[config.mk]
export PLATFORM = sky130hd
export DESIGN_NAME = program_counter
export DESIGN_NICKNAME = d
export VERILOG_FILES = /design/src/rtl/mips_pkg.sv /design/src/rtl/program_counter.sv
export SDC_FILE = /design/constraint.sdc
export NUM_CORES = 1
export LEC_CHECK = 0
export ABC_AREA = 1
export CORE_UTILIZATION = 32
export DETAILED_ROUTE_END_ITERATION = 16
export PLACE_DENSITY = 0.77
export REMOVE_ABC_BUFFERS = 1
export SYNTH_ARGS = -nofsm -noshare
export SYNTH_HDL_FRONTEND = slang
export SYNTH_SLANG_ARGS = --single-unit
[constraint.sdc]
create_clock -name clk -period 0.8 [get_ports clk]
set_input_delay 0.2 -clock clk [delete_from_list [all_inputs] [get_ports clk]]
set_output_delay 0.2 -clock clk [all_outputs]
set_load 0.005 [all_outputs]
[src/rtl/mips_pkg.sv]
// Shared definitions for the MIPS single-cycle datapath.
//   ADDR_W       - byte-address width
//   addr_t       - byte address type
//   RESET_VECTOR - boot fetch address
//   INSTR_BYTES  - size of one instruction word in bytes
package mips_pkg;

  localparam int ADDR_W = 32;

  typedef logic [ADDR_W-1:0] addr_t;

  localparam addr_t RESET_VECTOR = 32'h0000_0000;
  localparam int    INSTR_BYTES  = 4;

endpackage

[src/rtl/program_counter.sv]
// Program counter register for the MIPS single-cycle datapath.
// Captures the upstream next-PC every rising edge and presents it as the
// fetch address. No enable/stall: the register loads every cycle.
//   clk          - clock, all updates on the rising edge
//   rst          - synchronous active-high reset, loads RESET_VECTOR
//   next_address - address to load at the next rising edge
//   address      - current PC, straight from the register
module program_counter #(
  parameter int                  ADDR_W       = mips_pkg::ADDR_W,
  parameter logic [ADDR_W-1:0]   RESET_VECTOR = mips_pkg::RESET_VECTOR,
  parameter int                  FORCE_ALIGN  = 1,
  parameter int                  CHECK_EN     = 1
) (
  input  logic              clk,
  input  logic              rst,
  input  logic [ADDR_W-1:0] next_address,
  output logic [ADDR_W-1:0] address
);

  import mips_pkg::*;

  // Number of byte-offset bits inside one instruction word.
  localparam int ALIGN_LSB = $clog2(INSTR_BYTES);
  localparam logic [ADDR_W-1:0] ALIGN_MASK =
    {{(ADDR_W-ALIGN_LSB){1'b1}}, {ALIGN_LSB{1'b0}}};

  logic [ADDR_W-1:0] pc_q, pc_d;

  always_comb begin
    pc_d = next_address;
    if (FORCE_ALIGN != 0) pc_d = next_address & ALIGN_MASK;
  end

  always_ff @(posedge clk) begin
    if (rst) pc_q <= RESET_VECTOR;
    else     pc_q <= pc_d;
  end

  assign address = pc_q;

`ifndef SYNTHESIS
  generate
    if (CHECK_EN != 0) begin : g_chk
      // rst seen at the previous edge, and whether any reset has happened yet
      // (inputs before the first reset are allowed to be unknown).
      logic rst_prev_q;
      logic seen_rst_q;

      always_ff @(posedge clk) begin
        rst_prev_q <= rst;
        if (rst) seen_rst_q <= 1'b1;

        if (!rst) begin
          assert ((next_address & ~ALIGN_MASK) == '0)
            else $error("program_counter: misaligned next_address %h", next_address);
          if (seen_rst_q)
            assert (!$isunknown(next_address))
              else $error("program_counter: unknown next_address after reset");
        end
        // address still holds the value loaded at the previous edge here.
        if (rst_prev_q)
          assert (address == RESET_VECTOR)
            else $error("program_counter: address %h not reset vector", address);
      end
    end
  endgenerate
`endif

endmodule

Word-level counts from Yosys, hierarchy flattened
Index checks and enable logic that the tools add are counted.
{"block": "word_totals", "reg_bits": 32, "out_inout_bits": 32, "elab_cells": 2, "input_bits": 34}

Longest topological paths before layout
{"block": "logic_depth", "depth_word": 0, "mapped_depth": 2, "depth_no_buf": 2}

Worst setup path before layout
Ideal clock, no wire load.
{"block": "synth_path", "kind": "register -> output", "start": "register pc_q[10], in the netlist address[10]", "end": "output address[10]", "arrival_ps": 298, "setup_slack_ps": 302, "stages_incl_launch_ff": 1, "path_buffers": 0, "required_ps": 600, "path_cell_list": "dfxtp_1"}
{"item": "start, declared", "line": "program_counter.sv:27", "source": "logic [ADDR_W-1:0] pc_q, pc_d;"}
{"item": "start signal, assigned", "line": "program_counter.sv:36", "source": "else pc_q <= pc_d;"}
{"item": "end, declared", "line": "program_counter.sv:17", "source": "output logic [ADDR_W-1:0] address"}
No word-level cell between the ends.

Final worst setup path
{"block": "layout_path", "start": "register pc_q[18], in the netlist address[18]", "end": "output address[18]"}
No word-level cell between the ends.

==> flow_summary.ini <==
[status]
status = finished with violations
violations = setup timing

[flow_run]
cap_violations = 0

[global_route]
grtUsageTotal = 0.138
grt_pass1_wl_mm = 2.72
grt_pass1_vias = 669
grt_overflow = 0
grt_start_max_net_pins = 24
antenna_found_initial = 0

[cts]
clk_path_buf_depth = 2
post_cts_buffers = 0
numCtsBuffers = 5
holdBufCountCts = 0
tritoncts = yes
ctsHtreeMaxLevel = 2
clock-sinks = 30
clkTransAtPathRegs_ns = 0.08
clock-root-buffer = clkbuf_4

[final_layout]
num-fill-cells = 245
mostFrequentLayoutCell = clkdlybuf4s50_1
areaGrowthSynthToFinish_pct = 65.5
antenna_cells = 0
largest_reg_flops = 30
finalInstanceArea_sq_um = 1450
final_nets = 196
final_cell_mix = clkdlybuf4s50_1 (31), inv_1 (30), nor2_1 (30), buf_2 (24), dfxtp_1 (20)
drive_above_1_share = 0.290

[synth]
ys_types = 6
synthCells = 96
ys_ff_latch = 30
postSynthAreaPerCell_sq_um = 9.15
yosys_warnings = 0
synth_area_sq_um = 878
yosysSeqAreaShare = 0.684

[sta]
rsz0062_at_grt = true
finalCriticalPeriod_ns = 0.945
hold_viol_final = 0
layout_setup_ws_ns = -0.145
max_freq_mhz = 1060
min_period_over_period = 1.18
drv_slew = 0
setup_viol = 30

[route]
routed_wl_mm = 1.77
vias = 743
antenna_left = 0
drt_iter0_drc = 0
wl_per_cell_um = 9.19
drc = 0
vias_per_cell = 3.87
dr.pass1.iters = 1

[min_path]
hold_path.class = input port to flip-flop

[setup_path]
crit_path_start_kind = flip-flop
path_class = flip-flop to output port
crit_chain = buf_2
cpPeakStageDelay_ns = 0.32
critical_path.top_delay_family = flip-flops
path_buf_inv = 1
end_kind = output port
cp_max_fo = 1
arrival_ns = 0.75
critPathSlowestCell = dfxtp_2
crit_required_ns = 0.60

[die]
coreArea_sq_um = 2540
ios = 66
die_y_um = 54.4
start_util = 0.345
dieArea_sq_um = 2960
num_rows = 18
fp.dieW_um = 54.4

[place]
post-place-ws_ns = -0.290
gp_congestion = 0.659
io_buffers = 61
post_dp_cell_area_sq_um = 1510
place_hpwl_mm = 1.38

[pwr]
ir_drop_uv = 1220
power_leakage_nw = 0.790
powerDensity_nw_per_um2 = 1880
[power breakdown]
| group | internal, W | total [W] | switching [W] |
|---|---|---|---|
| clock | 0.000331 | 0.000774 | 0.000444 |
| sequential | 0.00158 | 0.00160 | 0.0000200 |
| combinational | 0.000239 | 0.000357 | 0.000118 |
[area by class of cell]
cell class / count / area (sq um) / area share
Multi-Input combinational cell: 32 / 120 / 0.0826
Tap cell: 30 / 37.5 / 0.0258
Clock buffer: 7 / 45.0 / 0.0310
Timing Repair Buffer: 63 / 526 / 0.361
Sequential cell: 30 / 613 / 0.422
Inverter: 30 / 113 / 0.0775
[metrics by stage]
| stage | utilization | setup TNS (ns) | power, W | hold WS [ns] | instances |
|---|---|---|---|---|---|
| floorplan | - | 0 | 0.00170 | 0.271 | 92 |
| global route | 0.571 | -5.11 | 0.00287 | 0.385 | 192 |
| finish | 0.571 | -3.92 | 0.00273 | 0.385 | 192 |
| global placement | 0.593 | -12.86 | 0.00203 | 0.720 | 185 |
| detailed placement | 0.593 | -13.74 | 0.00205 | 0.721 | 185 |
| CTS | 0.554 | -4.50 | 0.00275 | 0.372 | 192 |
[timing repair]
action | in CTS | in global routing
pin swaps | 0 | 0
gates resized for setup | 124 | 11
setup endpoints to repair | 30 | 30
[path summary, 6_finish.rpt]
| path | from | end | cells past startpoint |
|---|---|---|---|
| setup / recovery | address[18]$_SDFF_PP0_ | address[18] | 1 |
| hold / removal | next_address[28] | address[28]$_SDFF_PP0_ | 3 |
[per-layer routing]
| metal | vias up | wire [um] | global-route usage |
|---|---|---|---|
| li1 | 382 | - | - |
| met1 | 314 | 585 | 0.126 |
| met2 | 42 | 928 | 0.234 |
| met3 | 5 | 220 | 0.0861 |
| met4 | 0 | 30 | 0.0769 |
| met5 | - | 0 | 0 |
[cells in the mapped netlist, drive strengths merged]
cell    n  area [sq um]
inv    30           113
dfxtp  30           601
buf     5          48.8
nor2   30           113
conb    1          3.75
[cell families after synthesis]
| family | share of synthesized area |
|---|---|
| buffers and inverters | 0.184 |
| DFF | 0.684 |
| other | 0.00427 |
| and+or+nand+nor | 0.128 |
Note: power is estimated with default switching activity, not from simulation.
